$ cat config.mk
export PLATFORM = sky130hd
export DESIGN_NAME = adder_rr_ctrl
export DESIGN_NICKNAME = d
export VERILOG_FILES = /design/src/rtl/adder_rr_ctrl_pkg.sv /design/src/rtl/adder_rr_ctrl_arb.sv /design/src/rtl/adder_rr_ctrl.sv
export SDC_FILE = /design/constraint.sdc
export NUM_CORES = 1
export LEC_CHECK = 0
export CORE_MARGIN = 4
export CORE_UTILIZATION = 48
export CTS_BUF_LIST = sky130_fd_sc_hd__clkbuf_8
export CTS_CLUSTER_DIAMETER = 80
export DETAILED_ROUTE_END_ITERATION = 16
export PLACE_DENSITY = 0.89
export SLEW_MARGIN = 20
export SYNTH_ARGS = -nofsm -noshare
export SYNTH_HDL_FRONTEND = slang
export SYNTH_SLANG_ARGS = --single-unit
$ cat constraint.sdc
create_clock -name clk -period 9 [get_ports clk]
set_input_delay 0.9 -clock clk [delete_from_list [all_inputs] [get_ports clk]]
set_output_delay 0.9 -clock clk [all_outputs]
set_load 0.02 [all_outputs]
$ cat src/rtl/adder_rr_ctrl_pkg.sv
// Shared types and defaults for the round-robin adder controller.
package adder_ctrl_pkg;

    localparam int BIT_WIDTH_DEF = 4;
    localparam int NUM_REQ_DEF   = 4;
    localparam int ID_W          = $clog2(NUM_REQ_DEF);

    typedef logic [ID_W-1:0] req_id_t;

    typedef struct packed {
        logic                     ovf;
        logic [BIT_WIDTH_DEF-1:0] sum;
    } result_t;

endpackage

$ cat src/rtl/adder_rr_ctrl_arb.sv
// Combinational round-robin arbiter: scans from rr_ptr+1 upward (mod NUM_REQ)
// and grants the first eligible requester.
module rr_arbiter #(
    parameter  int NUM_REQ = 4,
    localparam int ID_W    = $clog2(NUM_REQ)
) (
    input  logic [NUM_REQ-1:0] eligible,
    input  logic [ID_W-1:0]    rr_ptr,
    output logic [NUM_REQ-1:0] grant,
    output logic [ID_W-1:0]    winner
);

    logic            found;
    logic [ID_W-1:0] idx;

    // NOTE: every output of a combinational block gets a default first, so no path can infer a latch.
    always_comb begin
        grant  = '0;
        winner = '0;
        found  = 1'b0;
        idx    = '0;
        for (int k = 1; k <= NUM_REQ; k++) begin
            idx = ID_W'((int'(rr_ptr) + k) % NUM_REQ);
            if (!found && eligible[idx]) begin
                found       = 1'b1;
                grant[idx]  = 1'b1;
                winner      = idx;
            end
        end
    end

endmodule

$ cat src/rtl/adder_rr_ctrl.sv
// Shares one registered adder between NUM_REQ requesters: round-robin issue,
// one op in flight, and a held result slot per requester.
module adder_rr_ctrl #(
    parameter  int BIT_WIDTH = adder_ctrl_pkg::BIT_WIDTH_DEF,
    parameter  int NUM_REQ   = adder_ctrl_pkg::NUM_REQ_DEF,
    localparam int ID_W      = $clog2(NUM_REQ)
) (
    input  logic                         clk,
    input  logic                         n_rst,
    input  logic [NUM_REQ-1:0]           req_valid,
    output logic [NUM_REQ-1:0]           req_ready,
    input  logic [NUM_REQ*BIT_WIDTH-1:0] req_a,
    input  logic [NUM_REQ*BIT_WIDTH-1:0] req_b,
    input  logic [NUM_REQ-1:0]           req_cin,
    output logic [NUM_REQ-1:0]           resp_valid,
    input  logic [NUM_REQ-1:0]           resp_ready,
    output logic [NUM_REQ*BIT_WIDTH-1:0] resp_sum,
    output logic [NUM_REQ-1:0]           resp_ovf,
    output logic [BIT_WIDTH-1:0]         add_a,
    output logic [BIT_WIDTH-1:0]         add_b,
    output logic                         add_cin,
    input  logic [BIT_WIDTH-1:0]         add_sum,
    input  logic                         add_ovf
);

    logic [NUM_REQ-1:0]   resp_valid_q, resp_valid_d;
    logic [BIT_WIDTH-1:0] sum_q [NUM_REQ];
    logic [BIT_WIDTH-1:0] sum_d [NUM_REQ];
    logic [NUM_REQ-1:0]   ovf_q, ovf_d;
    logic                 inflight_q, inflight_d;
    logic [ID_W-1:0]      inflight_id_q, inflight_id_d;
    logic [ID_W-1:0]      rr_ptr_q, rr_ptr_d;

    logic [NUM_REQ-1:0]   eligible;
    logic [NUM_REQ-1:0]   grant;
    logic [ID_W-1:0]      winner;
    logic                 grant_any;

    // A requester with a held or in-flight result may not issue again; nothing issues in reset.
    always_comb begin
        eligible = req_valid & ~resp_valid_q;
        if (inflight_q) eligible[inflight_id_q] = 1'b0;
        if (!n_rst) eligible = '0;
    end

    rr_arbiter #(.NUM_REQ(NUM_REQ)) u_arb (
        .eligible (eligible),
        .rr_ptr   (rr_ptr_q),
        .grant    (grant),
        .winner   (winner)
    );

    assign grant_any = |grant;
    assign req_ready = grant;

    always_comb begin
        add_a   = '0;
        add_b   = '0;
        add_cin = 1'b0;
        if (grant_any) begin
            add_a   = req_a[winner*BIT_WIDTH +: BIT_WIDTH];
            add_b   = req_b[winner*BIT_WIDTH +: BIT_WIDTH];
            add_cin = req_cin[winner];
        end
    end

    always_comb begin
        inflight_d    = grant_any;
        inflight_id_d = winner;
        rr_ptr_d      = grant_any ? winner : rr_ptr_q;
        resp_valid_d  = resp_valid_q & ~resp_ready;
        sum_d         = sum_q;
        ovf_d         = ovf_q;
        // Eligibility gating guarantees this slot is not being consumed at the same edge.
        if (inflight_q) begin
            resp_valid_d[inflight_id_q] = 1'b1;
            sum_d[inflight_id_q]        = add_sum;
            ovf_d[inflight_id_q]        = add_ovf;
        end
    end

    // NOTE: state registers use non-blocking assignments so every flop samples pre-edge values.
    // NOTE: the result slots are small and architecturally visible, so they are reset too.
    always_ff @(posedge clk) begin
        if (!n_rst) begin
            resp_valid_q  <= '0;
            sum_q         <= '{default: '0};
            ovf_q         <= '0;
            inflight_q    <= 1'b0;
            inflight_id_q <= '0;
            rr_ptr_q      <= ID_W'(NUM_REQ - 1);
        end else begin
            resp_valid_q  <= resp_valid_d;
            sum_q         <= sum_d;
            ovf_q         <= ovf_d;
            inflight_q    <= inflight_d;
            inflight_id_q <= inflight_id_d;
            rr_ptr_q      <= rr_ptr_d;
        end
    end

    always_comb begin
        resp_sum = '0;
        for (int i = 0; i < NUM_REQ; i++) resp_sum[i*BIT_WIDTH +: BIT_WIDTH] = sum_q[i];
    end

    assign resp_valid = resp_valid_q;
    assign resp_ovf   = ovf_q;

endmodule

==> impl_metrics.tcl, run 1 <==
set metrics [dict create \
    run_status "finished clean" \
    worst_clock_skew_ns 0.00658 \
    gpl_wtd_cong 0.933 \
    grt_start_max_net_pins 39 \
    cts_resized 0 \
    setup_violations 0 \
    commonest_non_fill_non_tap_cell_in_the_layout "sky130_fd_sc_hd__clkdlybuf4s50_1" \
    grt_pass1_wl_mm 10.0 \
    grt_use_met3 0.0405 \
    rows 23 \
    area_delta_synth_final_pct 46.4 \
    avgViaCountPerCell 5.71 \
    maxClockFrequency_ghz 0.161 \
    setup_ws_ns 2.78 \
    final_net_count 390 \
    postRouteAntennaNets 0 \
    drt_first_iter_violations 115 \
    reg2reg_to "rr_ptr_q[0]" \
    netSwitchingPower_uw 530 \
    switching_share 0.473 \
    ys_async_sr_fraction 0 \
    floorplan.core_area_um2 4120 \
    finish.cell_count_without_fillers 382 \
    synth_largest_area_cell "sky130_fd_sc_hd__dfxtp_1" \
    antenna_found_initial 0 \
    worst_relative_slew_slack 0.304 \
    first_global_vias 2160 \
    timing.critical_path.fanout_max 38 \
    power.internal_uw 590 \
    cts_num_sinks 29 \
    wl_mm 6.40 \
    static-leakage-power_uw 0.00124 \
    die_height_um 74 \
    global_route.usage.total 0.233 \
    r2r.worst_path.cells 7 \
    report.final.hold_viol_count 0 \
    max_cap_violations 0 \
    placedCellCount 374 \
    path_class "in2out" \
    tritoncts "yes" \
    syn-num-nets 313 \
    mappedNetlistArea_um2 2090 \
    cp.arrival_ns 5.32 \
    synthesis.instances 254 \
    reg2reg_setup_slack_ns 5.24 \
    cts-buffers-inserted 5 \
    worst_setup_path_end_kind "output port" \
    grt_util_met2 0.408 \
    initial_core_util 0.508 \
    mostFrequentLayoutCells "sky130_fd_sc_hd__clkdlybuf4s50_1 (87), sky130_fd_sc_hd__dfxtp_1 (29), sky130_fd_sc_hd__nand2_1 (27), sky130_fd_sc_hd__nor2b_1 (22)" \
    fp.dieW_um 74 \
    routed_via_count 2181 \
    timing.hold.worst_endpoint "resp_sum[7]" \
    worst_hold_startpoint "resp_sum[7]" \
    synth_cell_type_count 44 \
    synth_warnings 0 \
    cts.repair_timing.setup_buffer_count 0 \
    post_drt_wl_per_cell_um 16.8 \
    placement.setup.worst_slack_ns 2.54 \
    synth.top_cells.by_area "sky130_fd_sc_hd__dfxtp_1 (28%), sky130_fd_sc_hd__mux2i_1 (7.2%), sky130_fd_sc_hd__nor2b_1 (6.6%)" \
    grt-busiest-layer "met2" \
    dieArea_um2 5480 \
    cts_clk_pin_slew_worst_paths_ns 0.06 \
    num_antenna_cells 0 \
    slew_violations 0 \
    grt_setup_unrepaired "false" \
    cp_data_required_time_ns 8.10 \
    ys_dominant_reg_cell "sky130_fd_sc_hd__dfxtp_1" \
    globalRouteOverflowTotal 0 \
    synth_edf_count 0 \
    share_comb_of_total_power 0.725 \
    cts-root-to-sink-buffers 2 \
    timing.hold.worst_path_depth 2 \
    ir_drop_uv 205 \
    grt_use_met1 0.287 \
    finalWorstPathRequiredPeriod_ns 6.22 \
    synth_seq_area_share 0.278 \
    clock_root_buffer "sky130_fd_sc_hd__clkbuf_8" \
    portBuffers 87 \
    cts-hold-fix-buffers 0 \
    seq_power_share 0.181 \
    clkLatencyLatePin_ns 0.28 \
    ioPinCount 88 \
    dpl.hpwl_mm 4.82 \
    hold_class "reg2reg" \
    route.detailed.drc 0 \
    synth_seq_cells 29 \
    power_density_nw_per_um2 366 \
    worst-slew-pin-transition_ns 1.04 \
    drt_pre_antenna_iters 4 \
    power.share.clock 0.094 \
    drive_above_1_share 0.0693 \
    post_synth.cell_area_avg_um2 8.23 \
    regToRegStartpoint "rr_ptr_q[0]" \
    final.setup.tns_ns 0 \
    synth_top_area_share 0.278 \
    type_of_element_launching_the_critical_path "input pin" \
    final_min_period_over_clock_period 0.691 \
    ctsHtreeMaxLevel 2 \
]
sequential cells by signal (all words and copies together), names as in the netlist:
name / flops
inflight_id_q: 2
rr_ptr_q: 2
inflight_q: 1
resp_sum: 16
resp_valid: 4
resp_ovf: 4
layer usage:
| metal | vias up | share of wire |
|---|---|---|
| met4 | 0 | 0.018 |
| li1 | 1065 | - |
| met3 | 13 | 0.035 |
| met2 | 59 | 0.54 |
| met5 | - | 0 |
| met1 | 1044 | 0.41 |
synth_stat cells (3+ instances only):
library cell                n
sky130_fd_sc_hd__nor2b_1   22
sky130_fd_sc_hd__inv_1     15
sky130_fd_sc_hd__nand2b_1   5
sky130_fd_sc_hd__nand4_1    3
sky130_fd_sc_hd__o311a_1    9
sky130_fd_sc_hd__nor3_1     5
sky130_fd_sc_hd__ha_1       8
sky130_fd_sc_hd__mux2i_1   15
sky130_fd_sc_hd__a21oi_1    4
sky130_fd_sc_hd__o21ai_0   14
sky130_fd_sc_hd__nand2_1   27
sky130_fd_sc_hd__o311ai_0   9
sky130_fd_sc_hd__nand3_1    6
sky130_fd_sc_hd__dfxtp_1   29
sky130_fd_sc_hd__a21boi_0  14
sky130_fd_sc_hd__nor2_1     5
sky130_fd_sc_hd__clkbuf_1  13
sky130_fd_sc_hd__and3_1     5
sky130_fd_sc_hd__and2_1    11
sky130_fd_sc_hd__a221o_1    4
cells by family (layout without fill, tap and decap cells):
group	after synthesis	after routing	synth area share
and+or+nand+nor	102	102	0.274
adders and majority gates	8	8	0.0479
buffers and inverters	33	111	0.0640
AOI/OAI and AO/OA	63	63	0.229
DFF	29	29	0.278
muxes	19	19	0.108
stage by stage:
stage,hold slack [ns],power [µW],utilization,instance area [µm²]
5_1_grt,0.518,1190,0.744,3060
2_1_floorplan,0.539,727,-,2090
3_3_place_gp,0.454,979,0.719,2960
4_1_cts,0.478,1110,0.740,3040
6_report,0.477,1120,0.744,3060
3_5_place_dp,0.465,998,0.719,2960
worst max-delay path, cell delays in order:
cell and delay (ns):
sky130_fd_sc_hd__clkdlybuf4s50_1 1.16, sky130_fd_sc_hd__nand2_1 0.21, sky130_fd_sc_hd__or3_1 0.42, sky130_fd_sc_hd__mux4_2 0.54
sky130_fd_sc_hd__o21ai_1 0.15, sky130_fd_sc_hd__and3_1 0.53, sky130_fd_sc_hd__nor2_2 0.28, sky130_fd_sc_hd__and2_1 0.25
sky130_fd_sc_hd__o311a_1 0.33, sky130_fd_sc_hd__clkdlybuf4s50_1 0.55
worst max-delay path by stage:
stage,to,cells after the start,startpoint
detailed placement,add_b[2],10,n_rst
CTS,add_b[2],10,n_rst
floorplan,add_a[0],7,n_rst
finish,add_b[2],10,n_rst
global placement,add_a[2],10,n_rst
global route,add_a[1],10,n_rst
power groups by stage:
stage | logic (µW) | registers [µW] | clock network [µW]
final | 812 | 203 | 105
after global routing | 871 | 209 | 111
after CTS | 800 | 202 | 105
after detailed placement | 794 | 204 | 0
after global placement | 777 | 202 | 0
after floorplan | 513 | 214 | 0
cell type report:
| class | instances | area (µm²) |
|---|---|---|
| repair buffers | 87 | 871 |
| clock inverters | 3 | 17.5 |
| fillers | 318 | 1050 |
| clock buffers | 5 | 68.8 |
| flip-flops and latches | 29 | 581 |
| inverters | 16 | 60.1 |
| multi-input cells | 192 | 1400 |
| well taps | 50 | 62.6 |
Power figures use the tool's default switching activity.
==> inputs of run 2 (changes only) <==
--- a/config.mk
+++ b/config.mk
@@ -6,11 +6,11 @@
 export NUM_CORES = 1
 export LEC_CHECK = 0
 export CORE_MARGIN = 4
-export CORE_UTILIZATION = 48
+export CORE_UTILIZATION = 44
 export CTS_BUF_LIST = sky130_fd_sc_hd__clkbuf_8
 export CTS_CLUSTER_DIAMETER = 80
 export DETAILED_ROUTE_END_ITERATION = 16
-export PLACE_DENSITY = 0.89
+export PLACE_DENSITY = 0.82
 export SLEW_MARGIN = 20
 export SYNTH_ARGS = -nofsm -noshare
 export SYNTH_HDL_FRONTEND = slang
==> constraint.sdc (replaced) <==
create_clock -name clk -period 6.3 [get_ports clk]
set_input_delay 0.63 -clock clk [delete_from_list [all_inputs] [get_ports clk]]
set_output_delay 0.63 -clock clk [all_outputs]
set_load 0.02 [all_outputs]
==> run 2 against run 1 <==
  * Via count down 1.2%
  * Sequential share of layout area down 0.27 points
  * Total power up 46%
  * Hold slack worse by 0.0073 ns
  * Clock skew down 0.0028 ns
  * Routed wire length down 3.0%
  * Sequential power up 43%
  * Critical endpoint is now add_b[3]
  * Die area up 8.1%
==> impl_metrics.tcl, run 2 (same netlist as run 1, synthesis figures left out) <==
set metrics [dict create \
    run_status "finished clean" \
    cts-root-to-sink-buffers 2 \
    reg2reg_setup_slack_ns 2.61 \
    rows 24 \
    finalWorstPathRequiredPeriod_ns 5.11 \
    static-leakage-power_uw 0.00126 \
    global_route.usage.total 0.210 \
    final_min_period_over_clock_period 0.811 \
    globalRouteOverflowTotal 0 \
    setup_ws_ns 1.19 \
    routed_via_count 2155 \
    timing.hold.worst_path_depth 2 \
    mostFrequentLayoutCells "sky130_fd_sc_hd__clkdlybuf4s50_1 (87), sky130_fd_sc_hd__dfxtp_1 (29), sky130_fd_sc_hd__nand2_1 (27), sky130_fd_sc_hd__nor2b_1 (22)" \
    cts_clk_pin_slew_worst_paths_ns 0.07 \
    slew_violations 0 \
    ir_drop_uv 288 \
    commonest_non_fill_non_tap_cell_in_the_layout "sky130_fd_sc_hd__clkdlybuf4s50_1" \
    postRouteAntennaNets 0 \
    highest_routed_layer "met4" \
    cts_resized 0 \
    multi_input_area_um2 1400 \
    num_antenna_cells 0 \
    area_taken_by_flip_flops_and_latches_um2 581 \
    total_power_uw 1640 \
    detailroute.wirelength.met2_mm 3.34 \
    clock_root_buffer "sky130_fd_sc_hd__clkbuf_8" \
    drt_pre_antenna_iters 4 \
    max_cap_violations 0 \
    cp_data_required_time_ns 5.67 \
    hold_class "reg2reg" \
    cts.repair_timing.setup_buffer_count 0 \
    r2r.worst_path.cells 7 \
    maxClockFrequency_ghz 0.196 \
    ioPinCount 88 \
    floorplan.core_area_um2 4470 \
    cts-buffers-inserted 5 \
    dieArea_um2 5920 \
    grt_start_max_net_pins 25 \
    final.setup.tns_ns 0 \
    timing.critical_path.fanout_max 20 \
    area_delta_synth_final_pct 48.5 \
    worst_clock_skew_ns 0.00374 \
    cp.arrival_ns 4.48 \
    post_drt_wl_per_cell_um 16.1 \
    grt_pass1_wl_mm 10.2 \
    antenna_found_initial 0 \
    placement.setup.worst_slack_ns 0.904 \
    portBuffers 87 \
    first_global_vias 2135 \
    tritoncts "yes" \
    dpl.hpwl_mm 4.73 \
    worst-slew-pin-transition_ns 0.726 \
    timing.hold.worst_endpoint "resp_sum[7]" \
    route.detailed.drc 0 \
    cts-hold-fix-buffers 0 \
    type_of_element_launching_the_critical_path "input pin" \
    final.hold.worst_slack_ns 0.470 \
    drt_first_iter_violations 170 \
    grt_setup_unrepaired "false" \
    worst_setup_path_end_kind "output port" \
    avgViaCountPerCell 5.60 \
    final_net_count 391 \
    clkLatencyLatePin_ns 0.28 \
    die_height_um 76.9 \
    placed_area_um2 2970 \
    worst_relative_slew_slack 0.516 \
    power_density_nw_per_um2 527 \
    final_area_um2 3110 \
    ctsHtreeMaxLevel 2 \
    worst_hold_startpoint "resp_sum[7]" \
    initial_core_util 0.467 \
    met1_length_mm 2.47 \
    path_class "in2out" \
    setup_violations 0 \
    dr_wl_met3_um 266 \
    fillCellCount 382 \
    drive_above_1_share 0.0721 \
    wl_mm 6.21 \
    fp.dieW_um 76.9 \
    regToRegStartpoint "rr_ptr_q[0]" \
    largest_register_ffs 16 \
    reg2reg_to "rr_ptr_q[1]" \
    report.final.hold_viol_count 0 \
    cts_num_sinks 29 \
    gpl_wtd_cong 0.896 \
]
==> run 2: area by class of cell <==
type                    instances  area share
multi-input cells             192       0.451
well taps                      52      0.0210
clock inverters                 2      0.0121
inverters                      16      0.0193
repair buffers                 88       0.283
clock buffers                   6      0.0266
flip-flops and latches         29       0.187
==> run 2: worst max-delay path, cell delays in order <==
cell and delay [ns]:
sky130_fd_sc_hd__clkdlybuf4s50_1 0.73, sky130_fd_sc_hd__nand2_1 0.16, sky130_fd_sc_hd__or3_1 0.39, sky130_fd_sc_hd__mux4_2 0.53
sky130_fd_sc_hd__o21ai_1 0.14, sky130_fd_sc_hd__and3_1 0.52, sky130_fd_sc_hd__nor2_2 0.27, sky130_fd_sc_hd__and2_1 0.23
sky130_fd_sc_hd__o311a_1 0.32, sky130_fd_sc_hd__clkdlybuf4s50_1 0.55
==> run 2: layer usage <==
layer | vias to the layer above | GRT usage
li1 | 1069 | -
met3 | 14 | 0.0445
met1 | 1004 | 0.239
met4 | 0 | 0.0688
met5 | - | 0
met2 | 68 | 0.387
==> run 2: worst max-delay path by stage <==
| stage | cells after the start | slack [ns] | startpoint | end |
|---|---|---|---|---|
| detailed placement | 10 | 0.90 | n_rst | add_b[3] |
| finish | 10 | 1.19 | n_rst | add_b[3] |
| CTS | 10 | 0.90 | n_rst | add_b[3] |
| global placement | 10 | 1.0 | n_rst | add_b[3] |
| global route | 9 | 0.85 | rr_ptr_q[0] | add_b[2] |
| floorplan | 8 | 2.64 | rr_ptr_q[0] | add_a[0] |
==> run 2: where the power goes <==
part	internal [µW]	switching, µW	leakage [µW]
clock	128	75.4	0.0000574
combinational	536	606	0.000964
sequential	230	61.0	0.000237
total	895	743	0.00126
==> run 2: stage by stage <==
| step | utilization | std cells |
|---|---|---|
| 5_1_grt | 0.694 | 385 |
| 2_1_floorplan | - | 254 |
| 3_5_place_dp | 0.663 | 377 |
| 6_report | 0.694 | 385 |
| 4_1_cts | 0.690 | 385 |
| 3_3_place_gp | 0.663 | 377 |
